**src/rtl/xbar_reg_nports_pkg.sv**
```systemverilog
// Shared constants, parameter legality check and bus packing macros for the
// registered N-port router crossbar and its switch allocator.
`ifndef XBAR_REG_NPORTS_PKG_MACROS
`define XBAR_REG_NPORTS_PKG_MACROS
// Port-major packed buses: lane idx of a bus whose lanes are w bits wide.
`define XBAR_LANE(bus, idx, w) bus[(idx)*(w) +: (w)]
// Bit of the allocation matrix that routes inPort to outPort.
`define XBAR_ALLOC_BIT(outPort, inPort, n) ((outPort)*(n) + (inPort))
`endif

package xbar_reg_nports_pkg;

    localparam int DEF_NUM_PORT = 6;
    localparam int DEF_WIDTH    = 64;
    localparam int DEF_CNT_W    = 8;

    function automatic bit pipeDepthOk(input int depth);
        return (depth == 1) || (depth == 2);
    endfunction

endpackage

```
**src/rtl/xbar_onehot_sel.sv**
```systemverilog
// One crossbar output lane: AND-OR selection of the input picked by a single
// allocation row, with a conflict flag when more than one input is requested.
module xbar_onehot_sel
    import xbar_reg_nports_pkg::*;
#(
    parameter int NUM_PORT = DEF_NUM_PORT,
    parameter int WIDTH    = DEF_WIDTH
) (
    input  logic [NUM_PORT-1:0]       allocRow,
    input  logic [NUM_PORT*WIDTH-1:0] din,
    input  logic [NUM_PORT-1:0]       dinValid,
    output logic [WIDTH-1:0]          selData,
    output logic                      selValid,
    output logic                      conflict
);

    logic [WIDTH-1:0] orData;
    logic             orValid;
    logic             anySet;
    logic             oneHot;

    always_comb begin
        // NOTE: every always_comb output gets a default first so no latch can be inferred.
        orData  = '0;
        orValid = 1'b0;
        for (int i = 0; i < NUM_PORT; i++) begin
            if (allocRow[i]) begin
                orData  = orData | `XBAR_LANE(din, i, WIDTH);
                orValid = orValid | dinValid[i];
            end
        end
    end

    assign anySet = (allocRow != '0);
    assign oneHot = anySet && ((allocRow & (allocRow - NUM_PORT'(1))) == '0);

    // A conflicting row drops the flit entirely rather than forwarding a merge.
    assign selData  = oneHot ? orData : '0;
    assign selValid = oneHot & orValid;
    assign conflict = anySet & ~oneHot;

endmodule

```
**src/rtl/xbar_reg_nports.sv**
```systemverilog
// Registered NUM_PORT x NUM_PORT crossbar with multicast, per-output conflict
// flags, a saturating conflict counter, global stall and 1 or 2 pipeline stages.
module xbar_reg_nports
    import xbar_reg_nports_pkg::*;
#(
    parameter int NUM_PORT   = DEF_NUM_PORT,
    parameter int WIDTH      = DEF_WIDTH,
    parameter int PIPE_DEPTH = 1,
    parameter int CNT_W      = DEF_CNT_W
) (
    input  logic                         clk,
    input  logic                         rst_n,
    input  logic                         stall,
    input  logic [NUM_PORT*NUM_PORT-1:0] alloc_vec,
    input  logic [NUM_PORT*WIDTH-1:0]    din,
    input  logic [NUM_PORT-1:0]          din_valid,
    output logic [NUM_PORT*WIDTH-1:0]    dout,
    output logic [NUM_PORT-1:0]          dout_valid,
    output logic [NUM_PORT-1:0]          conflict_err,
    output logic [CNT_W-1:0]             conflict_cnt,
    input  logic                         clr_err
);

    localparam int              POP_W   = $clog2(NUM_PORT + 1);
    localparam logic [CNT_W-1:0] CNT_MAX = '1;

    logic [NUM_PORT*NUM_PORT-1:0] allocS;
    logic [NUM_PORT*WIDTH-1:0]    dinS;
    logic [NUM_PORT-1:0]          validS;

    if (!pipeDepthOk(PIPE_DEPTH) || NUM_PORT < 2 || NUM_PORT > 8) begin : g_badParam
        $error("xbar_reg_nports: PIPE_DEPTH must be 1 or 2 and NUM_PORT 2..8");
    end

    if (PIPE_DEPTH == 2) begin : g_inStage
        logic [NUM_PORT*NUM_PORT-1:0] allocQ;
        logic [NUM_PORT*WIDTH-1:0]    dinQ;
        logic [NUM_PORT-1:0]          validQ;

        always_ff @(posedge clk) begin
            // NOTE: state registers use non-blocking assignments so every flop samples pre-edge values.
            if (!rst_n) begin
                allocQ <= '0;
                dinQ   <= '0;
                validQ <= '0;
            end else if (!stall) begin
                allocQ <= alloc_vec;
                dinQ   <= din;
                validQ <= din_valid;
            end
        end

        assign allocS = allocQ;
        assign dinS   = dinQ;
        assign validS = validQ;
    end else begin : g_noStage
        assign allocS = alloc_vec;
        assign dinS   = din;
        assign validS = din_valid;
    end

    logic [NUM_PORT*WIDTH-1:0] selData;
    logic [NUM_PORT-1:0]       selValid;
    logic [NUM_PORT-1:0]       conflictVec;

    for (genvar o = 0; o < NUM_PORT; o++) begin : g_sel
        xbar_onehot_sel #(
            .NUM_PORT (NUM_PORT),
            .WIDTH    (WIDTH)
        ) u_sel (
            .allocRow (`XBAR_LANE(allocS, o, NUM_PORT)),
            .din      (dinS),
            .dinValid (validS),
            .selData  (`XBAR_LANE(selData, o, WIDTH)),
            .selValid (selValid[o]),
            .conflict (conflictVec[o])
        );
    end

    // A stalled cycle neither flags nor counts conflicts.
    logic [NUM_PORT-1:0]    conflictLive;
    logic [POP_W-1:0]       conflictPop;
    logic [CNT_W+POP_W-1:0] cntSum;
    logic [CNT_W-1:0]       cntNext;

    assign conflictLive = stall ? '0 : conflictVec;

    always_comb begin
        conflictPop = '0;
        for (int o = 0; o < NUM_PORT; o++) begin
            conflictPop = conflictPop + POP_W'(conflictLive[o]);
        end
        cntSum  = {{POP_W{1'b0}}, conflict_cnt} + {{CNT_W{1'b0}}, conflictPop};
        cntNext = (cntSum[CNT_W +: POP_W] != '0) ? CNT_MAX : cntSum[CNT_W-1:0];
    end

    always_ff @(posedge clk) begin
        if (!rst_n) begin
            dout         <= '0;
            dout_valid   <= '0;
            conflict_err <= '0;
            conflict_cnt <= '0;
        end else begin
            if (!stall) begin
                dout       <= selData;
                dout_valid <= selValid;
            end
            // Clear beats the count, but a same-cycle conflict still leaves its flag set.
            if (clr_err) begin
                conflict_err <= conflictLive;
                conflict_cnt <= '0;
            end else begin
                conflict_err <= conflict_err | conflictLive;
                conflict_cnt <= cntNext;
            end
        end
    end

endmodule

```
**config.mk**
```make
export PLATFORM = sky130hd
export DESIGN_NAME = xbar_reg_nports
export DESIGN_NICKNAME = d
export VERILOG_FILES = /design/src/rtl/xbar_reg_nports_pkg.sv /design/src/rtl/xbar_onehot_sel.sv /design/src/rtl/xbar_reg_nports.sv
export SDC_FILE = /design/constraint.sdc
export NUM_CORES = 1
export LEC_CHECK = 0
export ABC_CLOCK_PERIOD_IN_PS = 6100
export BUFFER_PORTS_ARGS = -buffer_cell sky130_fd_sc_hd__buf_2
export CELL_PAD_IN_SITES_DETAIL_PLACEMENT = 0
export CELL_PAD_IN_SITES_GLOBAL_PLACEMENT = 2
export CORE_AREA = 2 2 323 325
export CTS_CLUSTER_SIZE = 14
export DETAILED_ROUTE_END_ITERATION = 6
export DIE_AREA = 0 0 325 327
export PLACE_DENSITY_LB_ADDON = 0.1
export SETUP_SLACK_MARGIN = 0.2
export SYNTH_ARGS = -nofsm -noshare
export SYNTH_HDL_FRONTEND = slang
export SYNTH_SLANG_ARGS = --single-unit
export TNS_END_PERCENT = 20
```
**constraint.sdc**
```tcl
create_clock -name clk -period 6.1 [get_ports clk]
set_input_delay 1.22 -clock clk [delete_from_list [all_inputs] [get_ports clk]]
set_output_delay 1.22 -clock clk [all_outputs]
set_load 0.005 [all_outputs]
```
=== Yosys cells after proc, flatten, opt, wreduce, memory -nomap -nowiden ===
Cells that the tools add are included.
Widths: inputs -> output; s select.

* Flip-flop bits (word level): 404
* Bits of input ports: 430
* Word-level logic and storage cells: 203

* Add/sub/neg operators: 12
* Muxes and demuxes: 81
* Bitwise operators: 86
* Reduce and logical (&&, ||, !) cells: 20

{| class="wikitable"
|+ Operator list
! operator !! number
|-
| $mux 64 || 42
|-
| $or 64x64->64 || 30
|-
| $and 6x6->6 || 6
|-
| $logic_not 6->1 || 6
|-
| $mux 1 || 36
|-
| $reduce_bool 6->1 || 6
|-
| $sub 6x1->6 const B || 6
|-
| $or 1x1->1 || 30
|-
| $and 1x1->1 || 12
|-
| $mux 6 || 2
|-
| $add 3x1->3 || 3
|-
| $add 8x3->9 || 1
|-
| $mux 8 || 1
|-
| $not 1->1 || 7
|-
| $logic_and 1x1->1 || 6
|-
| $or 6x6->6 || 1
|-
| $add 2x1->3 || 1
|-
| $reduce_bool 3->1 || 1
|-
| $add 1x1->2 || 1
|-
| $reduce_or 2->1 || 1
|}

=== Depth between registers and ports, before layout ===
Gate-level depths: netlist of the first run.

* Word-level depth: 15
* Gate-level depth with buffers: 17

=== By module ===
A second synthesis of the first run with hierarchy kept.

* Cells, all modules: 3296
* Area, all modules: 33588.5 sq um

{| class="wikitable"
|+ Modules (own cells, without submodules)
! module !! instances !! cells an instance !! area each (sq um) !! sequential area each (sq um)
|-
| xbar_onehot_sel || 6 || 327 || 3006.6 || 0.0
|-
| xbar_reg_nports || 1 || 1334 || 15548.7 || 8087.8
|}

=== Worst setup path before layout of the first run ===
OpenSTA, ideal clock, no wires.

* Path type: input to register
* Start: input alloc_vec[1]
* End: register conflict_cnt[5]
* Library setup time: 0.075 ns
* Arrival time: 4.602 ns
* Data required time: 6.025 ns
* Path slack: 1.423 ns
* Stages on the path: 15
* Path buffers: 3
* Cell sequence: clkbuf_1 > buf_2 > buf_1 > a211oi_1 > nor3_1 > fa_1 > inv_1 > fa_1 > fa_1 > inv_1 > fa_1 > nand2_1 > a21oi_1 > nand4_1 > a31oi_1

* Cells in the longest elaborated chain, start to end: 15
* Elaborated cells on any way between the ends: 16
* Those cells by class: add/sub: 7; mux: 2; bitwise: 3; reduce/logical: 4

{| class="wikitable"
|+ Ends and longest elaborated chain
! what !! line !! text
|-
| from (decl) || xbar_reg_nports.sv:14 || <nowiki>input logic [NUM_PORT*NUM_PORT-1:0] alloc_vec,</nowiki>
|-
| $sub 6x1->6 || xbar_onehot_sel.sv:35 || <nowiki>assign oneHot = anySet && ((allocRow & (allocRow - NUM_PORT'(1))) == '0);</nowiki>
|-
| $and 6x6->6 || xbar_onehot_sel.sv:35 ||
|-
| $logic_not 6->1 || xbar_onehot_sel.sv:35 ||
|-
| $logic_and 1x1->1 || xbar_onehot_sel.sv:35 ||
|-
| $not 1->1 || xbar_onehot_sel.sv:40 || <nowiki>assign conflict = anySet & ~oneHot;</nowiki>
|-
| $and 1x1->1 (*) || xbar_onehot_sel.sv:40 ||
|-
| $mux 6 (*) || xbar_reg_nports.sv:86 || <nowiki>assign conflictLive = stall ? '0 : conflictVec;</nowiki>
|-
| $add 1x1->2 (*) || xbar_reg_nports.sv:91 || <nowiki>conflictPop = conflictPop + POP_W'(conflictLive[o]);</nowiki>
|-
| $add 2x1->3 (*) || xbar_reg_nports.sv:91 ||
|-
| $add 3x1->3 (*) (3 in a row) || xbar_reg_nports.sv:91 ||
|-
| $add 8x3->9 (*) || xbar_reg_nports.sv:93 || <nowiki>cntSum = {{POP_W{1'b0}}, conflict_cnt} + {{CNT_W{1'b0}}, conflictPop};</nowiki>
|-
| $reduce_bool 3->1 || xbar_reg_nports.sv:94 || <nowiki>cntNext = (cntSum[CNT_W +: POP_W] != '0) ? CNT_MAX : cntSum[CNT_W-1:0];</nowiki>
|-
| $mux 8 (*) || xbar_reg_nports.sv:94 ||
|-
| to (signal assigned) || xbar_reg_nports.sv:114 || <nowiki>conflict_cnt <= cntNext;</nowiki>
|-
| to (decl) || xbar_reg_nports.sv:20 || <nowiki>output logic [CNT_W-1:0] conflict_cnt,</nowiki>
|}

Mark *: on every way between the ends. The rest lies on a longest branch, timed or not.
A chain may end at the register's enable or synchronous reset.

=== Final worst setup path of the first run ===
* Start: input alloc_vec[16]
* End: register conflict_cnt[5]

* Cells in the longest elaborated chain, start to end: 14
* Elaborated cells on any way between the ends: 15
* Those cells by class: add/sub: 6; mux: 2; bitwise: 3; reduce/logical: 4

{| class="wikitable"
|+ Ends and longest elaborated chain
! what !! line
|-
| $sub 6x1->6 || xbar_onehot_sel.sv:35
|-
| $and 6x6->6 || xbar_onehot_sel.sv:35
|-
| $logic_not 6->1 || xbar_onehot_sel.sv:35
|-
| $logic_and 1x1->1 || xbar_onehot_sel.sv:35
|-
| $not 1->1 || xbar_onehot_sel.sv:40
|-
| $and 1x1->1 (*) || xbar_onehot_sel.sv:40
|-
| $mux 6 (*) || xbar_reg_nports.sv:86
|-
| $add 2x1->3 (*) || xbar_reg_nports.sv:91
|-
| $add 3x1->3 (*) (3 in a row) || xbar_reg_nports.sv:91
|-
| $add 8x3->9 (*) || xbar_reg_nports.sv:93
|-
| $reduce_bool 3->1 || xbar_reg_nports.sv:94
|-
| $mux 8 (*) || xbar_reg_nports.sv:94
|}

Marked as above.

==> flow_summary_export.csv, run 1 <==
group,metric,value,unit
floorplanning,die_area,0.1063,mm2
place,dpl_worst_slack,705.4,ps
sta,shortest_period_the_worst_path_allows,4722,ps
sta,maxSlewViolCount,0,
outcome,failed_checks,"design-rule violations",
clocking,post_cts_resized,0,
floorplanning,design.portCount,834,
worst_setup_path,critical_path_s_most_frequent_cell,"fa_1",
synthesis,postSynthRegisterBits,404,
clocking,postCtsHoldBufs,0,
floorplanning,dieWidth,325,um
cells_and_area,post_layout_util,0.3101,
cells_and_area,mostFrequentLayoutCells,"a22oi_1, buf_2, dfxtp_1",
synthesis,synth_seq_area_share,0.3263,
power_and_ir_drop,worst_ir_drop_vdd,182.3,uV
detailed_routing,route.detailed.drc,3,
worst_setup_path,cpLargestDelayFamily,"adder cells",
floorplanning,die-height,327,um
place,place.detailed.hpwl,116000,um
grt,antenna_found_initial,65,
worst_setup_path,cpMaxStageDelayCell,"buf_4",
detailed_routing,route.top_layer_used,"met5",
power_and_ir_drop,combinationalPowerShare,0.230,
floorplanning,initial_standard_cell_utilization_of_the_core,0.2408,
place,placement.io_buffers,833,
worst_setup_path,worst_ep_arrival_time,5320,ps
power_and_ir_drop,seqPwrFrac,0.343,
sta,rsz0062_at_grt,"no",
sta,postLayoutSetupSlackWorst,1378,ps
power_and_ir_drop,power.clock.fraction,0.427,
synthesis,synth_nets,3317,
synthesis,async_flop_share,0,
detailed_routing,detailroute.via_count,32940,
sta,finalSetupTns,0,ps
detailed_routing,firstDrtPassIters,7,
grt,grt_pass1_wl,262700,um
synthesis,synth_cell_type_count,39,
cells_and_area,nNetsFinal,3915,
worst_setup_path,critical_path.n_buffers_inverters,4,
place,routabilityCongestion,0.8949,
clocking,clock_tree_buffer_depth,3,
worst_setup_path,crit_type,"in2reg",
worst_setup_path,crit_required,6700,ps
cells_and_area,num-fill-cells,10940,
clocking,worst_skew_pair.late_latency,670,ps
sta,skew,3.806,ps
sta,worst_hold_slack,465.6,ps
power_and_ir_drop,power,8098,uW
sta,timing.max_slew.rel_slack,0.2701,
detailed_routing,detail_route.wirelength,191900,um
sta,final.period_utilization,0.7742,
power_and_ir_drop,cell_internal_pwr,5341,uW
sta,achievable-frequency,211.8,MHz
power_and_ir_drop,cellPowerDensity,253.7,mW/mm2
detailed_routing,routed-wl-met3,21500,um
floorplanning,core-area,0.1029,mm2
detailed_routing,wl_met2,85970,um
clocking,clock_tree.htree_level_count,2,
grt,pin_count_of_the_biggest_net_entering_global_routing,111,
power_and_ir_drop,sw_ratio,0.3405,
flow_run,maxCapViolCount,0,
sta,hold_viol,0,
detailed_routing,routedLengthMet1,75880,um
worst_setup_path,slowest_delay,510,ps
synthesis,post_synth_inst_count,2880,
grt,globalRouteOverflowTotal,0,
worst_setup_path,crit_fanout,34,
grt,grt_pass1_vias,32530,
detailed_routing,detailed_route_iter0_violations,4881,
detailed_routing,route.detailed.wl_per_inst,38.84,um
clocking,cts_tree,"done",
synthesis,synthFlopType,"dfxtp_1",
cells_and_area,synthToLayoutAreaGrowth,28.78,%
detailed_routing,antenna_left,0,
floorplanning,placement_rows,118,
synthesis,synth-edff-count,0,
synthesis,number_of_warning_messages_in_the_yosys_log,0,
worst_setup_path,sort_of_element_at_the_start_of_the_critical_path,"input pin",
worst_hold_path,worst_hold_class,"reg2reg",
clocking,clk_pin_slew,60,ps
cells_and_area,final_common_cell,"a22oi_1",
clocking,cts_root_buf,"clkbuf_16",
sta,finalSetupViolations,0,
synthesis,mappedNetlistArea,0.02478,mm2
clocking,numCtsBuffers,54,
clocking,clock_sink_count,404,
worst_setup_path,cell_chain_of_the_critical_path,"buf_4 > buf_4 > nor2_1 > o21a_1 > nor2_1 > nand2b_1 > nor2_1 > fa_1 > inv_1 > fa_1 > fa_1 > inv_1 > fa_1 > nand2_1 > a21oi_1 > nand4_1 > a31oi_1",
synthesis,synth.avg_cell_area,8.605,um2
cells_and_area,layout-drive-gt1-share,0.2881,
worst_setup_path,critPathCaptureType,"flip-flop",
grt,track_usage,0.3412,
outcome,outcome,"finished, violations left",
sta,worst_pin_slew,1095,ps
power_and_ir_drop,power.leakage,0.01373,uW
clocking,cts_post_setup_buffers_inserted,0,
detailed_routing,detail_route.vias_per_cell,6.666,
power_and_ir_drop,net_sw_power,2757,uW
-- worst min-delay path, cell delays in order (launching register included) --
cell and delay [ps]:
dfxtp_1 330, nand2_1 40, o21ai_0 60
-- path summary, 6_finish.rpt --
path                                        end            start  depth (start not counted)  slack, ps
worst max-delay path            conflict_cnt[5]    alloc_vec[16]                         17       1380
worst min-delay path            conflict_err[5]  conflict_err[5]                          2        470
worst max register to register  conflict_cnt[5]  conflict_cnt[0]                         10       2890
worst min register to register  conflict_err[5]  conflict_err[5]                          2        470
-- logic make-up after synthesis --
logic type | after synthesis | share of synthesized area
DFF | 404 | 0.3263
buffers and inverters | 373 | 0.06154
muxes | 3 | 0.001313
AOI/OAI and AO/OA | 1614 | 0.5061
and+or+nand+nor | 463 | 0.09411
xor gates and xnor gates | 12 | 0.004241
adders and majority gates | 11 | 0.006362
-- cell type report --
type                    instances  area (um2)  area share
clock buffers                  75        1562     0.04893
diodes                         41       102.6    0.003215
clock inverters                23       277.8    0.008703
inverters                       6       22.52   0.0007057
repair buffers                909        4905      0.1537
flip-flops and latches        404        8088      0.2534
multi-input cells            2103       15230      0.4773
well taps                    1380        1727     0.05410
-- sequential cells by signal (all words and copies together), names as in the netlist --
name	cells
conflict_err	6
dout	384
conflict_cnt	8
dout_valid	6
-- layer usage --
layer  GRT usage  vias to the layer above
li1            -                    13250
met1      0.4387                    16340
met4      0.1559                       28
met5    0.002218                        -
met2      0.5276                     2767
met3     0.09749                      549
-- power by group through the flow --
| stage | clock, uW | combinational (uW) | sequential (uW) |
|---|---|---|---|
| final | 3460 | 1860 | 2780 |
| after global placement | 0 | 1780 | 2840 |
| after global routing | 3590 | 1960 | 2780 |
| after CTS | 3510 | 1800 | 2780 |
| after floorplan | 0 | 871 | 2810 |
| after detailed placement | 0 | 1800 | 2840 |
-- through the flow --
stage	instances	cell area [um2]
2_1_floorplan	2880	24780
5_1_grt	4932	31890
4_1_cts	4900	31810
3_3_place_gp	4802	29970
3_5_place_dp	4802	29970
6_report	4941	31920
-- cells in the mapped netlist (3+ instances only) --
cell	n	area, um2
a22oi_1	1170	8783
o211ai_1	6	45.04
nand2_1	14	52.55
clkbuf_1	266	998.5
ha_1	3	37.54
buf_2	34	170.2
a22o_1	390	3416
buf_6	10	112.6
a211oi_1	7	52.55
buf_1	55	206.5
o21ai_0	13	65.06
o31ai_1	4	30.03
xnor2_1	4	35.03
nor2_1	19	71.32
or3_1	3	18.77
maj3_1	4	40.04
a21oi_1	16	80.08
nand2b_1	12	75.07
inv_1	6	22.52
dfxtp_1	404	8088
nor3_1	12	60.06
nand3_1	391	1957
fa_1	4	80.08
xor2_1	8	70.07
No activity file was read; power rests on OpenSTA's default activity.
==> inputs of run 2 (changes only) <==
Settings changed: ABC_AREA set to 1, ABC_CLOCK_PERIOD_IN_PS 6100 to 4300, CORE_AREA 2 2 323 325 to unset, CORE_MARGIN set to 2, CORE_UTILIZATION set to 24, DIE_AREA 0 0 325 327 to unset.
Clock period 6.1 ns to 4.3 ns, I/O delays scaled along.
==> run 2 against run 1 <==
  * The flow still finishes with violations (design-rule violations)
  * Flip-flop and latch count is the same
  * Hold slack lost 11 ps
  * Clock power grew 45%
  * Synthesized area grew 38%
  * First-iteration DRC count grew 7.2%
  * Core utilization shrank 1.5 points
  * Wire length grew 33%
  * Sequential share of layout area shrank 6.0 points
  * Total power grew 55%
  * Combinational power grew 94%
  * Largest cell class unchanged
==> flow_summary_export.csv, run 2 <==
group,metric,value,unit
outcome,outcome,"finished, violations left",
outcome,failed_checks,"design-rule violations",
synthesis,post_synth_main_area_contributors,"nand2_1, dfxtp_1, inv_1, o21ai_0, a21oi_1",
cells_and_area,synthToLayoutAreaGrowth,22.06,%
floorplanning,placement_rows,138,
worst_hold_path,worst_hold_class,"reg2reg",
detailed_routing,firstDrtPassIters,7,
detailed_routing,detailed_route_iter0_violations,5230,
power_and_ir_drop,net_sw_power,4881,uW
clocking,worst_skew_pair.late_latency,670,ps
detailed_routing,detailroute.via_count,45980,
floorplanning,die-height,382.1,um
worst_setup_path,cell_chain_of_the_critical_path,"buf_4 > nor2_1 > nand2_1 > nand2_1 > nand2_1 > nand2_4 > nand2_1 > nand2_1 > inv_1 > fa_1 > inv_1 > fa_1 > fa_1 > inv_1 > fa_1 > nand3_1 > nand2_1 > nand2_1 > inv_1 > nand2_1 > nand2_1 > o21ai_0 > inv_1",
synthesis,synth.largest_area_cell,"nand2_1",
cells_and_area,nNetsFinal,7511,
sta,final.period_utilization,0.8716,
synthesis,synth.most_common_cell,"nand2_1",
sta,finalSetupViolations,0,
grt,grt_pass1_vias,42820,
worst_setup_path,slowest_delay,530,ps
detailed_routing,detail_route.wirelength,255400,um
cells_and_area,registers.top_by_ff_count,"dout",
sta,shortest_period_the_worst_path_allows,3748,ps
grt,antenna_found_initial,101,
power_and_ir_drop,sw_ratio,0.3895,
clocking,clk_pin_slew,50,ps
cells_and_area,layout-drive-gt1-share,0.1719,
clocking,numCtsBuffers,57,
synthesis,share_of_the_synthesized_area_in_the_top_cell_type,0.3514,
sta,worst_hold_slack,454.5,ps
synthesis,async_flop_share,0,
clocking,clock_tree.htree_level_count,2,
clocking,cts_post_setup_buffers_inserted,0,
flow_run,maxCapViolCount,0,
floorplanning,core-area,0.1418,mm2
synthesis,number_of_warning_messages_in_the_yosys_log,0,
worst_setup_path,critPathCaptureType,"flip-flop",
floorplanning,initial_standard_cell_utilization_of_the_core,0.2420,
cells_and_area,mostFrequentLayoutCells,"nand2_1, buf_2, inv_1",
place,dpl_worst_slack,-169.2,ps
detailed_routing,route.detailed.wl_per_inst,28.23,um
clocking,clock_tree_buffer_depth,3,
synthesis,mappedNetlistArea,0.03430,mm2
worst_setup_path,crit_required,4870,ps
synthesis,synth_cell_type_count,26,
sta,skew,1.370,ps
detailed_routing,detail_route.vias_per_cell,5.082,
worst_setup_path,crit_fanout,4,
place,routabilityCongestion,0.8743,
power_and_ir_drop,cell_internal_pwr,7651,uW
synthesis,synthFlopType,"dfxtp_1",
synthesis,synth-edff-count,0,
grt,pin_count_of_the_biggest_net_entering_global_routing,165,
power_and_ir_drop,worst_ir_drop_vdd,333.7,uV
worst_setup_path,crit_type,"in2reg",
power_and_ir_drop,cellPowerDensity,299.3,mW/mm2
worst_setup_path,cpMaxStageDelayCell,"fa_1",
sta,maxSlewViolCount,0,
synthesis,synth.top_cells.by_count,"nand2_1, inv_1, nor2_1",
floorplanning,die_area,0.1460,mm2
worst_setup_path,critical_path_s_most_frequent_cell,"nand2_1",
clocking,cts_root_buf,"clkbuf_16",
sta,rsz0062_at_grt,"no",
cells_and_area,instances_no_fill,9047,
grt,track_usage,0.3353,
cells_and_area,largest_register_ff_count,384,
power_and_ir_drop,power.leakage,0.02170,uW
worst_setup_path,worst_ep_arrival_time,4320,ps
power_and_ir_drop,power.clock.fraction,0.400,
place,placement.io_buffers,833,
synthesis,synth_seq_area_share,0.2358,
sta,timing.max_slew.rel_slack,0.1607,
detailed_routing,antenna_left,0,
cells_and_area,final_common_cell,"nand2_1",
synthesis,post_synth_inst_count,6506,
clocking,clock_sink_count,404,
synthesis,postSynthRegisterBits,404,
place,place.detailed.hpwl,159500,um
grt,globalRouteOverflowTotal,0,
detailed_routing,route.detailed.drc,5,
power_and_ir_drop,seqPwrFrac,0.312,
sta,worst_pin_slew,1259,ps
floorplanning,design.portCount,834,
sta,postLayoutSetupSlackWorst,552.2,ps
synthesis,synth.avg_cell_area,5.273,um2
sta,hold_viol,0,
cells_and_area,largestRegisters,"dout x384, conflict_cnt x8",
floorplanning,dieWidth,382.1,um
place,post-place-cells,8905,
clocking,cts_tree,"done",
synthesis,synth_nets,6943,
grt,grt_pass1_wl,350600,um
power_and_ir_drop,combinationalPowerShare,0.288,
sta,achievable-frequency,266.8,MHz
worst_setup_path,sort_of_element_at_the_start_of_the_critical_path,"input pin",
==> run 2: layout make-up <==
| cell class | count | area [um2] |
|---|---|---|
| diodes | 42 | 105.1 |
| clock buffers | 81 | 1647 |
| clock inverters | 19 | 215.2 |
| fillers | 16450 | 99890 |
| inverters | 626 | 2385 |
| multi-input cells | 5031 | 21730 |
| flip-flops and latches | 404 | 8088 |
| well taps | 1890 | 2365 |
| repair buffers | 954 | 5330 |
==> run 2: timing repair <==
action,in CTS,in global routing
gates resized for setup,0,1
hold buffers,0,0
setup endpoints to repair,0,1
==> run 2: critical path: cells and delay by family <==
| kind | cells | cell delay (ps) |
|---|---|---|
| adder cells (fa/ha/maj) | 4 | 1630 |
| AND/OR/NAND/NOR | 12 | 1270 |
| buffers and inverters | 6 | 390 |
| AO/OA/AOI/OAI | 1 | 160 |
==> run 2: per-stage QoR <==
stage          power [uW]  setup TNS (ps)  cell area (um2)  utilization
6_report            12530               0            41870       0.2954
5_1_grt             13030               0            41840       0.2951
4_1_cts             12550               0            41760       0.2946
3_5_place_dp         7520          -751.4            39900       0.2815
3_3_place_gp         7522          -995.7            39900       0.2815
2_1_floorplan        5812               0            34300            -
==> run 2: path summary, 6_finish.rpt <==
| path | from | to | slack, ps | depth (start not counted) |
|---|---|---|---|---|
| worst max-delay path | alloc_vec[12] | conflict_cnt[5] | 550 | 23 |
| worst min-delay path | conflict_err[0] | conflict_err[0] | 450 | 2 |
| worst max register to register | conflict_cnt[0] | conflict_cnt[5] | 1350 | 14 |
| worst min register to register | conflict_err[0] | conflict_err[0] | 450 | 2 |
==> run 2: cells by family (layout without fill, tap and decap cells) <==
family	count (synthesis)	count (layout)	synth area share
AO/OA/AOI/OAI	990	990	0.1510
XOR/XNOR	2	2	0.0005107
adder cells (fa/ha/maj)	7	7	0.003429
buffers and inverters	1071	1680	0.1324
flip-flops	404	404	0.2358
other	0	42	0
AND/OR/NAND/NOR	4032	4032	0.4768
==> run 2: power groups by stage <==
stage / registers (uW) / clock network [uW] / logic (uW)
CTS: 3910 / 5110 / 3530
detailed placement: 4000 / 0 / 3520
floorplan: 3970 / 0 / 1840
global route: 3920 / 5220 / 3890
finish: 3920 / 5010 / 3600
global placement: 4000 / 0 / 3530
==> run 2: per-layer routing <==
metal	global-route usage	share of wire
met1	0.4605	0.44
met2	0.5238	0.44
met3	0.05695	0.080
met4	0.1210	0.037
met5	0	0.0010
